===== src/rtl/pipe_stage_elastic.sv =====
// Elastic inter-stage pipeline register with valid/ready handshake, hold/flush and perf counters.
// Build option: define PIPE_SKID_EN for a 2-entry (main + skid) stage with registered in_ready.
module pipe_stage_elastic #(
   parameter int unsigned DATA_W                   = 32,
   parameter int unsigned CTRL_W                   = 24,
   parameter int unsigned PC_W                     = 32,
   parameter logic [PC_W-1:0]   PC_RST             = PC_W'(32'hBFC00000),
   parameter logic [CTRL_W-1:0] CTRL_BUBBLE        = '0,
   parameter int unsigned CNT_W                    = 16
) (
   input  logic              clk,
   input  logic              rst,
   input  logic              flush,
   input  logic              hold,
   input  logic              in_valid,
   output logic              in_ready,
   input  logic [PC_W-1:0]   in_pc,
   input  logic [CTRL_W-1:0] in_ctrl,
   input  logic [DATA_W-1:0] in_data,
   output logic              out_valid,
   input  logic              out_ready,
   output logic [PC_W-1:0]   out_pc,
   output logic [CTRL_W-1:0] out_ctrl,
   output logic [DATA_W-1:0] out_data,
   output logic [CNT_W-1:0]  stall_cnt,
   output logic [CNT_W-1:0]  bubble_cnt
);

   typedef struct packed {
      logic [PC_W-1:0]   pc;
      logic [CTRL_W-1:0] ctrl;
      logic [DATA_W-1:0] data;
   } entry_t;

   localparam entry_t BUBBLE = {PC_RST, CTRL_BUBBLE, DATA_W'(0)};

   entry_t             main_q, main_d;
   logic               main_vld_q, main_vld_d;
   logic [CNT_W-1:0]   stall_q, stall_d;
   logic [CNT_W-1:0]   bubble_q, bubble_d;
   entry_t             in_entry;
   logic               accept, deliver;

   assign in_entry = {in_pc, in_ctrl, in_data};

`ifdef PIPE_SKID_EN
   entry_t skid_q, skid_d;
   logic   skid_vld_q, skid_vld_d;

   // Ready comes only from storage state and hold; no path from out_ready.
   assign in_ready = !skid_vld_q && !hold;
`else
   assign in_ready = !hold && (!main_vld_q || out_ready);
`endif

   // Hold hides the entry without touching storage.
   assign out_valid = main_vld_q && !hold;
   assign accept    = in_valid && in_ready;
   assign deliver   = out_valid && out_ready;

   assign out_pc     = main_q.pc;
   assign out_ctrl   = main_q.ctrl;
   assign out_data   = main_q.data;
   assign stall_cnt  = stall_q;
   assign bubble_cnt = bubble_q;

   // Next-state for storage; flush empties everything and wins over any accept.
   always_comb begin
      main_d     = main_q;
      main_vld_d = main_vld_q;
`ifdef PIPE_SKID_EN
      skid_d     = skid_q;
      skid_vld_d = skid_vld_q;
`endif
      if (flush) begin
         main_d     = BUBBLE;
         main_vld_d = 1'b0;
`ifdef PIPE_SKID_EN
         skid_d     = BUBBLE;
         skid_vld_d = 1'b0;
`endif
      end else begin
`ifdef PIPE_SKID_EN
         if (deliver) begin
            if (skid_vld_q) begin
               main_d     = skid_q;
               skid_d     = BUBBLE;
               skid_vld_d = 1'b0;
            end else if (accept) begin
               main_d     = in_entry;
            end else begin
               main_d     = BUBBLE;
               main_vld_d = 1'b0;
            end
         end else if (accept) begin
            if (main_vld_q) begin
               skid_d     = in_entry;
               skid_vld_d = 1'b1;
            end else begin
               main_d     = in_entry;
               main_vld_d = 1'b1;
            end
         end
`else
         if (accept) begin
            main_d     = in_entry;
            main_vld_d = 1'b1;
         end else if (deliver) begin
            main_d     = BUBBLE;
            main_vld_d = 1'b0;
         end
`endif
      end
   end

   // Saturating perf counters.
   always_comb begin
      stall_d  = stall_q;
      bubble_d = bubble_q;
      if ((hold || (main_vld_q && !out_ready)) && (stall_q != '1))
         stall_d = stall_q + CNT_W'(1);
      if ((!main_vld_q || flush) && (bubble_q != '1))
         bubble_d = bubble_q + CNT_W'(1);
   end

   always_ff @(posedge clk) begin
      if (rst) begin
         main_q     <= BUBBLE;
         main_vld_q <= 1'b0;
         stall_q    <= '0;
         bubble_q   <= '0;
      end else begin
         main_q     <= main_d;
         main_vld_q <= main_vld_d;
         stall_q    <= stall_d;
         bubble_q   <= bubble_d;
      end
   end

`ifdef PIPE_SKID_EN
   always_ff @(posedge clk) begin
      if (rst) begin
         skid_q     <= BUBBLE;
         skid_vld_q <= 1'b0;
      end else begin
         skid_q     <= skid_d;
         skid_vld_q <= skid_vld_d;
      end
   end
`endif

endmodule


===== config.mk =====
export PLATFORM = sky130hd
export DESIGN_NAME = pipe_stage_elastic
export DESIGN_NICKNAME = d
export VERILOG_FILES = /design/src/rtl/pipe_stage_elastic.sv
export SDC_FILE = /design/constraint.sdc
export NUM_CORES = 1
export LEC_CHECK = 0
export ABC_AREA = 0
export BUFFER_PORTS_ARGS = -buffer_cell sky130_fd_sc_hd__clkbuf_2
export CORE_MARGIN = 1.5
export CORE_UTILIZATION = 50
export DETAILED_ROUTE_END_ITERATION = 12
export PLACE_DENSITY = 0.93
export SETUP_SLACK_MARGIN = 0.05
export SLEW_MARGIN = 30
export SYNTH_ARGS = -nofsm -noshare
export SYNTH_HDL_FRONTEND = slang
export SYNTH_SLANG_ARGS = --single-unit

===== constraint.sdc =====
create_clock -name clk -period 3 [get_ports clk]
set_input_delay 0.75 -clock clk [delete_from_list [all_inputs] [get_ports clk]]
set_output_delay 0.75 -clock clk [all_outputs]
set_load 0.01 [all_outputs]

# After elaboration in Yosys (flattened, before gate mapping)
# Cells that the tools add are included.
# word_totals
ff_bits	121
input_bits	94
out_inout_bits	122
elab_cells	29
# op_classes
add_sub_neg	2
eq_ne	2
muxes	4
n_reduce_logical	15
# op_table
op	count
$mux W88	2
$add A16 B1 Y16 const B	2
$ne A16 B16 Y1 const B	2
$logic_and A1 B1 Y1	7
$logic_not A1 Y1	3
$logic_or A1 B1 Y1	3
$mux W1	2
$reduce_bool A2 Y1	1
$reduce_or A2 Y1	1

# Logic depth before layout (Yosys ltp)
# logic_depth
word_depth	5
mapped_depth	8
depth_no_buf	5

# Worst setup path before layout
# Ideal clock, no wire load.
# synth_path
path_type	in2out
start	input hold
end	output in_ready
arrival_time_ps	1328
required_time_ps	2250
path_slack_ps	922
stages	2
n_path_buf	1
cell_sequence	clkbuf_1 > nor2_1
# synth_between
elab_chain_cells	2
# synth_rtl
item	line_no	text
start, declared	14	input logic hold,
$logic_not A1 Y1	53	assign in_ready = !hold && (!main_vld_q || out_ready);
$logic_and A1 B1 Y1	53	
end, declared	16	output logic in_ready,
# Every way passes these cells.

# Worst setup path in the final report
# layout_path
start	register main_vld_q
end	output in_ready
# layout_between
elab_chain_cells	3
# layout_rtl
item	line_no	text
start, declared	38	logic main_vld_q, main_vld_d;
start signal, assigned	134	main_vld_q <= main_vld_d;
$logic_not A1 Y1	53	
$logic_or A1 B1 Y1	53	
$logic_and A1 B1 Y1	53	
# Every way passes these cells.

==> results.py <==
metrics = {
    "route": {
        "wl_met3_um": 939,
        "drc": 0,
        "m1WireLength_um": 5603,
        "via_per_inst": 5.816,
        "wl_met2_um": 6939,
        "route.final.wire_length_um": 13880,
        "drt-initial-drc-count": 310,
        "final_antenna_violating_net_count": 0,
        "post_drt_wl_per_cell_um": 16.56,
        "num_vias": 4874,
        "top_layer_used": "met4",
        "detailedRoute.firstPassIterationCount": 7,
    },
    "global_route": {
        "grt_pass1_vias": 4457,
        "globalRouteOverflowTotal": 0,
        "grt_first_pass_wirelength_um": 21240,
        "initial_antenna_violation_count": 0,
        "grtUsageTotal_pct": 26.72,
        "maximum_number_of_pins_on_one_net_before_global_route_repair": 80,
    },
    "critical_path": {
        "crit_required_ns": 2.25,
        "timing.setup.critical_path_class": "reg -> out",
        "critical_path_arrival_ns": 1.80,
        "crit_start": "main_vld_q",
        "worst_setup_sp_type": "register",
        "timing.rr.start": "bubble_cnt[0]",
        "critPathMaxFanout": 10,
        "cp-end-kind": "output port",
    },
    "synthesis": {
        "synth_sequential_area_ratio_pct": 51.89,
        "synth_async_sr_flop_share_pct": 0,
        "synth-edff-count": 0,
        "post_synth_main_area_contributors": "sky130_fd_sc_hd__dfxtp_1, sky130_fd_sc_hd__a22oi_1, sky130_fd_sc_hd__nor2_1",
        "ys_seq_elements": 121,
        "syn-instance-count": 510,
        "synthDominantCellAreaShare_pct": 51.89,
        "synth_area_per_cell_um2": 9.153,
        "post_synth_instance_area_um2": 4668,
        "ys.warnings.count": 0,
        "synth_nets": 606,
        "synthDistinctLibCells": 45,
        "synth-main-ff-cell": "sky130_fd_sc_hd__dfxtp_1",
        "post-synth-top-area-cell": "sky130_fd_sc_hd__dfxtp_1",
    },
    "clocking": {
        "clock_tree.root_cell": "sky130_fd_sc_hd__clkbuf_8",
        "cts_max_level": 4,
        "postCtsHoldBufs": 0,
        "cts_inserted_buffers": 17,
        "clock_insertion_delay_worst_skew_ns": 0.49,
        "cts-root-to-sink-buffers": 2,
        "cts_sinks": 121,
        "cts_repair_resize_count": 0,
        "post_cts_setup_buffer_count": 0,
        "path_clk_slew_ns": 0.05,
        "cts_tree": "done",
    },
    "final_layout": {
        "antenna_cells": 0,
        "layout_commonest_cell": "sky130_fd_sc_hd__clkbuf_2",
        "final_layout_size_suffix_gt1_share_pct": 37.00,
        "layout.area.seq_um2": 2422,
        "multi_input_area_um2": 2074,
        "layout.filler_cells": 665,
        "final_cell_mix": "sky130_fd_sc_hd__clkbuf_2, sky130_fd_sc_hd__dfxtp_1, sky130_fd_sc_hd__nor2_1",
        "area_growth_pct": 37.42,
        "finalNetCount": 811,
        "design_area_um2": 6415,
    },
    "placed_design": {
        "dp_hpwl_um": 9508,
        "buffers_added_on_ports": 215,
        "detailed_place.area_um2": 5808,
        "globalplace.congestion": 0.9300,
    },
    "power": {
        "powerDensity_nw_per_um2": 622.6,
        "irDropWorstVdd_mv": 0.4449,
        "cellLeakagePower_uw": 0.002766,
    },
    "timing": {
        "hold_viol": 0,
        "max_slew_margin_pct": 41.62,
        "skew_ns": 0.008445,
        "finalSetupViolCount": 0,
        "post-route-period-util_pct": 85.10,
        "fmaxAchievable_mhz": 391.7,
        "fin_setup_tns_ns": 0,
        "worst-slew-pin-transition_ns": 0.8740,
        "min_period_ns": 2.553,
        "grt_setup_unrepaired": "false",
        "slew_violations": 0,
    },
    "die": {
        "floorplan.initialDensity_pct": 51.00,
        "fp.dieH_um": 99.63,
        "core_um2": 9153,
        "placement_rows": 35,
        "top_level_ports": 216,
        "die_area_um2": 9925,
        "die-width_um": 99.63,
    },
    "hold_path": {
        "worstHoldPathType": "in -> reg",
        "hold_path.startpoint": "in_pc[23]",
    },
    "status": {
        "outcome": "completed",
    },
    "flow_run": {
        "cap_violations": 0,
    },
}
[Yosys cell counts (3+ instances only)]
| cell | n |
|---|---|
| sky130_fd_sc_hd__a31oi_1 | 5 |
| sky130_fd_sc_hd__clkbuf_1 | 25 |
| sky130_fd_sc_hd__nor2_1 | 99 |
| sky130_fd_sc_hd__nor3_1 | 12 |
| sky130_fd_sc_hd__a211oi_1 | 4 |
| sky130_fd_sc_hd__dfxtp_1 | 121 |
| sky130_fd_sc_hd__nor2b_1 | 10 |
| sky130_fd_sc_hd__o21bai_1 | 3 |
| sky130_fd_sc_hd__o31ai_1 | 6 |
| sky130_fd_sc_hd__nor3b_1 | 3 |
| sky130_fd_sc_hd__nor4_1 | 7 |
| sky130_fd_sc_hd__o22ai_1 | 9 |
| sky130_fd_sc_hd__inv_1 | 7 |
| sky130_fd_sc_hd__a21oi_1 | 17 |
| sky130_fd_sc_hd__nand4_1 | 5 |
| sky130_fd_sc_hd__nand2b_1 | 4 |
| sky130_fd_sc_hd__and3_1 | 4 |
| sky130_fd_sc_hd__mux2_2 | 5 |
| sky130_fd_sc_hd__buf_2 | 9 |
| sky130_fd_sc_hd__or4_1 | 6 |
| sky130_fd_sc_hd__nand2_1 | 15 |
| sky130_fd_sc_hd__or3_1 | 5 |
| sky130_fd_sc_hd__o21ai_0 | 10 |
| sky130_fd_sc_hd__nand3_1 | 13 |
| sky130_fd_sc_hd__a22oi_1 | 79 |
[where the power goes]
group / switching [uW] / internal, uW / leakage, uW / total [uW]
sequential: 23.0 / 1640 / 0.000980 / 1660
clock: 736 / 1320 / 0.000288 / 2050
combinational: 159 / 119 / 0.00150 / 278
total: 917 / 3080 / 0.00277 / 3990
[critical path, stage by stage, from the launching register on]
cell	delay [ns]
sky130_fd_sc_hd__dfxtp_1	0.37
sky130_fd_sc_hd__nor2b_1	0.21
sky130_fd_sc_hd__nor2_1	0.49
sky130_fd_sc_hd__clkbuf_2	0.24
[state kept, by name (all words and copies together), names as in the netlist]
signal / count
bubble_cnt: 16
main_vld_q: 1
out_ctrl: 24
out_data: 32
out_pc: 32
stall_cnt: 16
[logic make-up (layout without fill, tap and decap cells)]
family,Yosys count,after routing,synth area share [%]
AND/OR/NAND/NOR,194,194,20.50
AO/OA/AOI/OAI,145,145,21.87
flip-flops,121,121,51.89
buffers and inverters,42,259,3.779
multiplexers,6,6,1.420
adder cells (fa/ha/maj),2,2,0.5360
[worst paths after layout]
check / to / slack, ns / depth (start not counted)
worst max-delay path: in_ready / 0.45 / 3
worst min-delay path: out_pc[23] / 0.47 / 3
worst max register to register: bubble_cnt[5] / 0.76 / 6
worst min register to register: out_pc[23] / 0.49 / 2
[routing by layer]
layer | GRT usage (%) | vias up
met5 | 0 | -
met3 | 5.833 | 41
met1 | 32.60 | 2263
li1 | - | 2298
met4 | 11.16 | 0
met2 | 45.68 | 272
[area by class of cell]
class / count / area share, %
flip-flops and latches: 121 / 37.76
multi-input cells: 347 / 32.34
repair buffers: 221 / 17.87
clock buffers: 19 / 6.885
clock inverters: 12 / 2.575
well taps: 111 / 2.165
inverters: 7 / 0.4096
[per-stage QoR]
step           hold slack (ns)  utilization [%]  power (uW)  setup slack [ns]  instances
4_1_cts                 0.4484            70.09        4021            0.4821        838
3_3_place_gp            0.4698            63.43        1959            0.6951        807
5_1_grt                 0.4660            70.09        4127            0.3636        838
3_5_place_dp            0.4754            63.46        1972            0.6520        807
6_report                0.4749            70.09        3994            0.4469        838
2_1_floorplan           0.5052                -        1840            0.9219        510
(Power assumes the default switching activity.)
